[src/rtl/dmem_arbiter.sv]
// dmem_arbiter: two-requester round-robin arbiter in front of a single-port
// data RAM. Fixed three-state transaction (IDLE -> ACCESS -> RESP), with access
// faults detected at acceptance and reported on the winner's response.
module dmem_arbiter #(
  parameter int unsigned ADDR_LIMIT = 40
) (
  input  logic        clk,
  input  logic        reset,
  // requester 0 (CPU MEM stage)
  input  logic        m0_req,
  input  logic        m0_we,
  input  logic [2:0]  m0_funct3,
  input  logic [31:0] m0_addr,
  input  logic [31:0] m0_wdata,
  output logic        m0_ready,
  output logic        m0_rvalid,
  output logic [31:0] m0_rdata,
  output logic        m0_err,
  // requester 1 (DMA / loader)
  input  logic        m1_req,
  input  logic        m1_we,
  input  logic [2:0]  m1_funct3,
  input  logic [31:0] m1_addr,
  input  logic [31:0] m1_wdata,
  output logic        m1_ready,
  output logic        m1_rvalid,
  output logic [31:0] m1_rdata,
  output logic        m1_err,
  // RAM port
  output logic        ram_we,
  output logic        ram_half_en,
  output logic        ram_byte_en,
  output logic [2:0]  ram_funct3,
  output logic [31:0] ram_addr,
  output logic [31:0] ram_wdata,
  input  logic [31:0] ram_rdata
);

  localparam logic [1:0] ST_IDLE   = 2'd0;
  localparam logic [1:0] ST_ACCESS = 2'd1;
  localparam logic [1:0] ST_RESP   = 2'd2;

  localparam logic [2:0] F3_B  = 3'b000;
  localparam logic [2:0] F3_H  = 3'b001;
  localparam logic [2:0] F3_W  = 3'b010;
  localparam logic [2:0] F3_BU = 3'b100;
  localparam logic [2:0] F3_HU = 3'b101;

  logic [1:0]  state_q,  state_d;
  logic        prio_q,   prio_d;    // id that wins a tie
  logic        id_q,     id_d;      // id of the current winner
  logic        we_q,     we_d;
  logic [2:0]  funct3_q, funct3_d;
  logic [31:0] addr_q,   addr_d;
  logic [31:0] wdata_q,  wdata_d;
  logic        err_q,    err_d;
  logic [31:0] rdata_q,  rdata_d;

  logic        grant0_c, grant1_c;
  logic        win_c;
  logic        sel_we_c;
  logic [2:0]  sel_funct3_c;
  logic [31:0] sel_addr_c;
  logic [31:0] sel_wdata_c;
  logic        in_access_c, in_resp_c;

  // Fault check on a request at acceptance time.
  function automatic logic calc_fault(input logic we, input logic [2:0] f3,
                                      input logic [31:0] addr);
    logic bad;
    bad = 1'b0;
    if (addr >= 32'(ADDR_LIMIT)) bad = 1'b1;
    if (!(f3 == F3_B || f3 == F3_H || f3 == F3_W || f3 == F3_BU || f3 == F3_HU))
      bad = 1'b1;
    if (we && (f3 == F3_BU || f3 == F3_HU)) bad = 1'b1;
    if ((f3 == F3_H || f3 == F3_HU) && addr[0]) bad = 1'b1;
    if (f3 == F3_W && addr[1:0] != 2'b00) bad = 1'b1;
    return bad;
  endfunction

  // Winner selection: tie goes to prio_q, a lone requester always wins.
  always_comb begin
    win_c        = (m0_req && m1_req) ? prio_q : m1_req;
    sel_we_c     = win_c ? m1_we     : m0_we;
    sel_funct3_c = win_c ? m1_funct3 : m0_funct3;
    sel_addr_c   = win_c ? m1_addr   : m0_addr;
    sel_wdata_c  = win_c ? m1_wdata  : m0_wdata;
  end

  // Next-state, grant and capture logic.
  always_comb begin
    state_d  = state_q;
    prio_d   = prio_q;
    id_d     = id_q;
    we_d     = we_q;
    funct3_d = funct3_q;
    addr_d   = addr_q;
    wdata_d  = wdata_q;
    err_d    = err_q;
    rdata_d  = rdata_q;
    grant0_c = 1'b0;
    grant1_c = 1'b0;
    case (state_q)
      ST_IDLE: begin
        if (m0_req || m1_req) begin
          grant0_c = ~win_c;
          grant1_c = win_c;
          id_d     = win_c;
          prio_d   = ~win_c;
          we_d     = sel_we_c;
          funct3_d = sel_funct3_c;
          addr_d   = sel_addr_c;
          wdata_d  = sel_wdata_c;
          err_d    = calc_fault(sel_we_c, sel_funct3_c, sel_addr_c);
          state_d  = ST_ACCESS;
        end
      end
      ST_ACCESS: begin
        rdata_d = (!we_q && !err_q) ? ram_rdata : 32'd0;
        state_d = ST_RESP;
      end
      ST_RESP: begin
        state_d = ST_IDLE;
      end
      default: begin
        state_d = ST_IDLE;
      end
    endcase
  end

  // State and latched-field registers with synchronous reset.
  always_ff @(posedge clk) begin
    if (reset) begin
      state_q  <= ST_IDLE;
      prio_q   <= 1'b0;
      id_q     <= 1'b0;
      we_q     <= 1'b0;
      funct3_q <= 3'd0;
      addr_q   <= 32'd0;
      wdata_q  <= 32'd0;
      err_q    <= 1'b0;
      rdata_q  <= 32'd0;
    end else begin
      state_q  <= state_d;
      prio_q   <= prio_d;
      id_q     <= id_d;
      we_q     <= we_d;
      funct3_q <= funct3_d;
      addr_q   <= addr_d;
      wdata_q  <= wdata_d;
      err_q    <= err_d;
      rdata_q  <= rdata_d;
    end
  end

  // Output decode; reset forces every output low in the same cycle.
  always_comb begin
    in_access_c = (state_q == ST_ACCESS) && !reset;
    in_resp_c   = (state_q == ST_RESP) && !reset;

    m0_ready    = grant0_c && !reset;
    m1_ready    = grant1_c && !reset;

    ram_we      = in_access_c && we_q && !err_q;
    ram_half_en = in_access_c && we_q && (funct3_q == F3_H);
    ram_byte_en = in_access_c && we_q && (funct3_q == F3_B);
    ram_funct3  = in_access_c ? funct3_q : 3'd0;
    ram_addr    = in_access_c ? addr_q   : 32'd0;
    ram_wdata   = in_access_c ? wdata_q  : 32'd0;

    m0_rvalid   = in_resp_c && !id_q;
    m1_rvalid   = in_resp_c && id_q;
    m0_rdata    = m0_rvalid ? rdata_q : 32'd0;
    m1_rdata    = m1_rvalid ? rdata_q : 32'd0;
    m0_err      = m0_rvalid && err_q;
    m1_err      = m1_rvalid && err_q;
  end

endmodule

[config.mk]
export PLATFORM = sky130hd
export DESIGN_NAME = dmem_arbiter
export DESIGN_NICKNAME = d
export VERILOG_FILES = /design/src/rtl/dmem_arbiter.sv
export SDC_FILE = /design/constraint.sdc
export NUM_CORES = 1
export LEC_CHECK = 0
export BUFFER_PORTS_ARGS = -buffer_cell sky130_fd_sc_hd__clkbuf_2
export CAP_MARGIN = 10
export CORE_AREA = 5 5 118 120
export CTS_CLUSTER_DIAMETER = 120
export DETAILED_ROUTE_END_ITERATION = 16
export DIE_AREA = 0 0 123 125
export PLACE_DENSITY_LB_ADDON = 0.2
export SLEW_MARGIN = 40
export SYNTH_ARGS = -nofsm -noshare
export SYNTH_HDL_FRONTEND = slang
export SYNTH_SLANG_ARGS = --single-unit
[constraint.sdc]
create_clock -name clk -period 3 [get_ports clk]
set_input_delay 0.75 -clock clk [delete_from_list [all_inputs] [get_ports clk]]
set_output_delay 0.75 -clock clk [all_outputs]
set_load 0.01 [all_outputs]
---- Word-level counts from Yosys, hierarchy flattened ----
Index checks and enable logic that the tools add are counted.
storage, ports and cells
  output and inout port bits .............. 140
  word-level logic and storage cells ...... 74
  register bits after elaboration ......... 105
  input bits .............................. 172
cells by class
  reduce and logical (&&, ||, !) cells .... 33
  equal/unequal tests ..................... 8
  bitwise operators ....................... 1
  $lt $le $gt $ge ......................... 1
  mux-type cells .......................... 22
operators with widths
  kind                                                                 number
  2-to-1 mux 32 bit                                                    7
  greater-or-equal comparator 32 x 6 -> 1 bit (second input constant)  1
  logical AND 1 bit                                                    17
  2-to-1 mux 1 bit                                                     11
  logical OR 1 bit                                                     7
  equality test 3 x 1 -> 1 bit (second input constant)                 2
  equality test 3 bit (second input constant)                          2
  zero test 3 bit                                                      2
  2-to-1 mux 3 bit                                                     2
  zero test 1 bit                                                      4
  one-hot mux 2 bit (2 select lines)                                   1
  equality test 3 x 2 -> 1 bit (second input constant)                 1
  equality test 2 x 1 -> 1 bit (second input constant)                 1
  equality test 2 bit (second input constant)                          1
  zero test 2 bit                                                      1
  2-to-1 mux 2 bit                                                     1
  inequality test 2 bit (second input constant)                        1
  AND reduction 2 bit                                                  1
  nonzero test 2 bit                                                   1
  inverter 1 bit                                                       1

---- Depth between registers and ports, before layout ----
  depth in word-level cells ............... 12
  gate-level depth with buffers ........... 7
  mapped depth without buffers ............ 5

---- Worst setup path before layout ----
Ideal clock, no wire load.
  kind .................................... input port to output port
  start ................................... input reset
  end ..................................... output m0_rdata[22]
  buffers on the path ..................... 1
  slack ................................... 0.633 ns
  required time ........................... 2.250 ns
  cell stages on the path ................. 3
  arrival ................................. 1.617 ns
  path through ............................ nor4b_2 -> clkbuf_1 -> and2_1
on the way
  word-level cells in the longest chain between the ends .. 4
RTL lines
  element              RTL line  source
  start: declaration   8         input logic reset,
  zero test 1 bit      159       in_resp_c = (state_q == ST_RESP) && !reset;
  logical AND 1 bit    159
  logical AND 1 bit    171       m0_rvalid = in_resp_c && !id_q;
  named net m0_rvalid  16        output logic m0_rvalid,
  2-to-1 mux 32 bit    173       m0_rdata = m0_rvalid ? rdata_q : 32'd0;
  end: declaration     17        output logic [31:0] m0_rdata,
The timed path passes the listed nets, and every way through them passes these cells.

---- Worst setup path in the final report ----
  start ................................... input reset
  end ..................................... output m1_rdata[23]
on the way
  word-level cells in the longest chain between the ends .. 4
RTL lines
  element            RTL line  source
  zero test 1 bit    159
  logical AND 1 bit  159
  logical AND 1 bit  172       m1_rvalid = in_resp_c && id_q;
  2-to-1 mux 32 bit  174       m1_rdata = m1_rvalid ? rdata_q : 32'd0;
  end: declaration   27        output logic [31:0] m1_rdata,
No other way between the ends.

==> results.py <==
metrics = {
    "layout": {
        "antenna-diode-count": 0,
        "final_cell_mix": "clkbuf_2, and2_1, dfxtp_1, nor2_1, a22oi_1",
        "syn_to_final_growth_pct": 38.01,
        "final_cells": 1080,
        "final_common_cell": "clkbuf_2",
        "finalNetCount": 1071,
        "drive_above_1_share_pct": 39.16,
    },
    "detailed_routing": {
        "wl_per_cell_um": 15.47,
        "drc": 0,
        "drt-initial-drc-count": 239,
        "ant_nets": 0,
        "avgViaCountPerCell": 4.932,
        "vias": 5327,
        "postRouteWirelength_um": 16710,
        "first_pass_iters": 4,
    },
    "yosys": {
        "syn_inst": 613,
        "ys_seq_area_share_pct": 40.26,
        "synth_fp_nets": 785,
        "synth_top_family_by_area": "simple AND/OR/NAND/NOR gates",
        "synth-xor-area-share_pct": 0,
        "synth_fa_ha_area_share_pct": 0,
        "ys_seq_elements": 105,
        "synthMuxAreaShare_pct": 6.902,
        "syn_area_um2": 5221,
        "synth-main-ff-cell": "dfxtp_1",
        "synth-simple-area-share_pct": 28.76,
        "avgSynthCellArea_um2": 8.518,
        "synthArstFlopShare_pct": 0,
        "synth_edf_count": 0,
        "synth_compound_area_share_pct": 19.31,
        "yosysWarnings": 0,
        "yosysUniqueCellTypes": 42,
    },
    "pwr": {
        "swShare_pct": 27.39,
        "switching_power_mw": 0.9311,
        "share_comb_of_total_power_pct": 18.4,
        "p_int_mw": 2.469,
        "clock_power_share_pct": 34.7,
        "p_per_area_nw_per_um2": 471.8,
        "cellLeakagePower_nw": 3.589,
        "p_seq_share_pct": 46.9,
        "vdd_drop_max_mv": 0.2393,
    },
    "clock_network": {
        "cts_num_sinks": 105,
        "postCtsHoldBufs": 0,
        "path_clk_slew_ns": 0.07,
        "htree_levels": 3,
        "cts_resized": 0,
        "numCtsBuffers": 9,
        "cts_buffer_depth": 2,
        "cts_setup_buffers": 0,
        "clk_latency_ns": 0.35,
        "root_buffer": "clkbuf_16",
        "cts_tree": "yes",
    },
    "sta": {
        "rsz0062_at_grt": "false",
        "worst_pin_slew_ns": 0.7924,
        "tns_ns": 0,
        "fin_crit_sh_pct": 89.25,
        "hold_violations": 0,
        "slew_violations": 0,
        "max_freq_mhz": 373.5,
        "slew_headroom_pct": 47.00,
        "setup_violations": 0,
        "setup_slack_ns": 0.3226,
        "finalClockSkew_ns": 0.004576,
        "worst_hold_slack_ns": 0.4313,
        "period_minus_slack_ns": 2.677,
    },
    "setup_path": {
        "timing.rr.start": "state_q[0]$_SDFFE_PP0P_",
        "reg2reg_depth": 6,
        "critical_path_class": "primary input to output port",
        "cp_max_fo": 34,
        "ff2ff_setup_slack_ns": 0.83,
        "arrival_ns": 1.93,
        "end_kind": "output port",
        "start_kind": "primary input",
        "critPathRequiredTime_ns": 2.25,
        "startpoint": "reset",
    },
    "min_path": {
        "hold_path_depth": 2,
        "min_path_type": "flop to flop",
        "hold_path_startpoint": "wdata_q[12]$_SDFFE_PP0P_",
    },
    "global_route": {
        "grt_pass1_vias": 5123,
        "grt-ovfl-total": 0,
        "grt_first_pass_wirelength_um": 25810,
        "grtUsageTotal_pct": 20.96,
        "grt_max_degree": 75,
        "antenna_found_initial": 0,
    },
    "floorplan": {
        "core_area_um2": 12870,
        "fp.dieW_um": 123,
        "row_count": 42,
        "start_util_pct": 40.55,
        "dieArea_um2": 15380,
        "io_pins": 312,
        "die_h_um": 125,
    },
    "place": {
        "dp.cells": 1064,
        "dpl.hpwl_um": 13050,
        "place_congestion": 0.8061,
        "pre_cts_slack_ns": 0.3380,
        "io_buffers": 311,
    },
    "run_status": {
        "status": "finished, final reports clean",
    },
    "flow_run": {
        "maxCapViolations": 0,
    },
}
==> critical path, cell delays in order <==
cell and delay [ns]:
buf_4 0.17, and4bb_2 0.66, and2_1 0.21, clkbuf_2 0.13
==> path summary, 6_finish.rpt <==
kind	end
max	m1_rdata[23]
max reg2reg	rdata_q[10]$_SDFFE_PP0N_
min reg2reg	wdata_q[12]$_SDFFE_PP0P_
min	wdata_q[12]$_SDFFE_PP0P_
==> state kept, by name, indices dropped and copies added (netlist names) <==
| register | cells |
|---|---|
| funct3_q | 3 |
| addr_q | 32 |
| prio_q | 1 |
| wdata_q | 32 |
| id_q | 1 |
| state_q | 2 |
| err_q | 1 |
| rdata_q | 32 |
| we_q | 1 |
==> synth_stat cells, drive strengths merged, types with 3 or more instances <==
library cell | instances | area share [%]
and2 | 134 | 16
dfxtp | 105 | 40
nor2 | 76 | 5.7
a22oi | 63 | 9.2
nand2 | 40 | 2.9
a211oi | 37 | 5.3
mux2i | 36 | 6.9
clkbuf | 29 | 2.1
a21oi | 26 | 2.5
buf | 22 | 2.6
nor4 | 11 | 1.4
nor3 | 5 | 0.79
o21ai | 5 | 0.55
nand4 | 3 | 0.36
==> layout make-up <==
cell class                 instances  area [µm²]
clock buffer                      11       242.7
clock inverter                     5       55.05
fill                            1272        5669
inverter                           1       3.754
multi-input combinational        456        2898
sequential                       105        2102
tap                              176       220.2
timing repair buffer             326        1684
==> routing by layer <==
layer	vias to the layer above	GRT usage [%]	routed length, µm
li1	2720	-	-
met1	2374	25.59	6902
met2	202	34.83	8017
met3	31	5.510	1278
met4	0	8.534	510
met5	-	0	0
==> through the flow <==
| step | total power [mW] | utilization, % | cell area, µm² |
|---|---|---|---|
| final | 3.400 | 55.97 | 7206 |
| after global routing | 3.582 | 55.97 | 7206 |
| after CTS | 3.437 | 55.97 | 7206 |
| after detailed placement | 2.259 | 53.65 | 6908 |
| after global placement | 2.252 | 53.60 | 6900 |
| after floorplan | 1.999 | - | 5221 |
==> kinds of logic (layout without fill, tap and decap cells) <==
family | count (synthesis) | after routing
AND/OR/NAND/NOR | 277 | 277
buffers and inverters | 52 | 343
multiplexers | 36 | 36
AO/OA/AOI/OAI | 143 | 143
flip-flops | 105 | 105
==> power groups by stage <==
| stage | sequential, mW | clock (mW) | combinational [mW] |
|---|---|---|---|
| finish | 1.59 | 1.18 | 0.626 |
| global route | 1.61 | 1.27 | 0.699 |
| CTS | 1.60 | 1.21 | 0.633 |
| detailed placement | 1.63 | 0 | 0.631 |
| global placement | 1.63 | 0 | 0.626 |
| floorplan | 1.60 | 0 | 0.398 |
(Power assumes the default switching activity.)
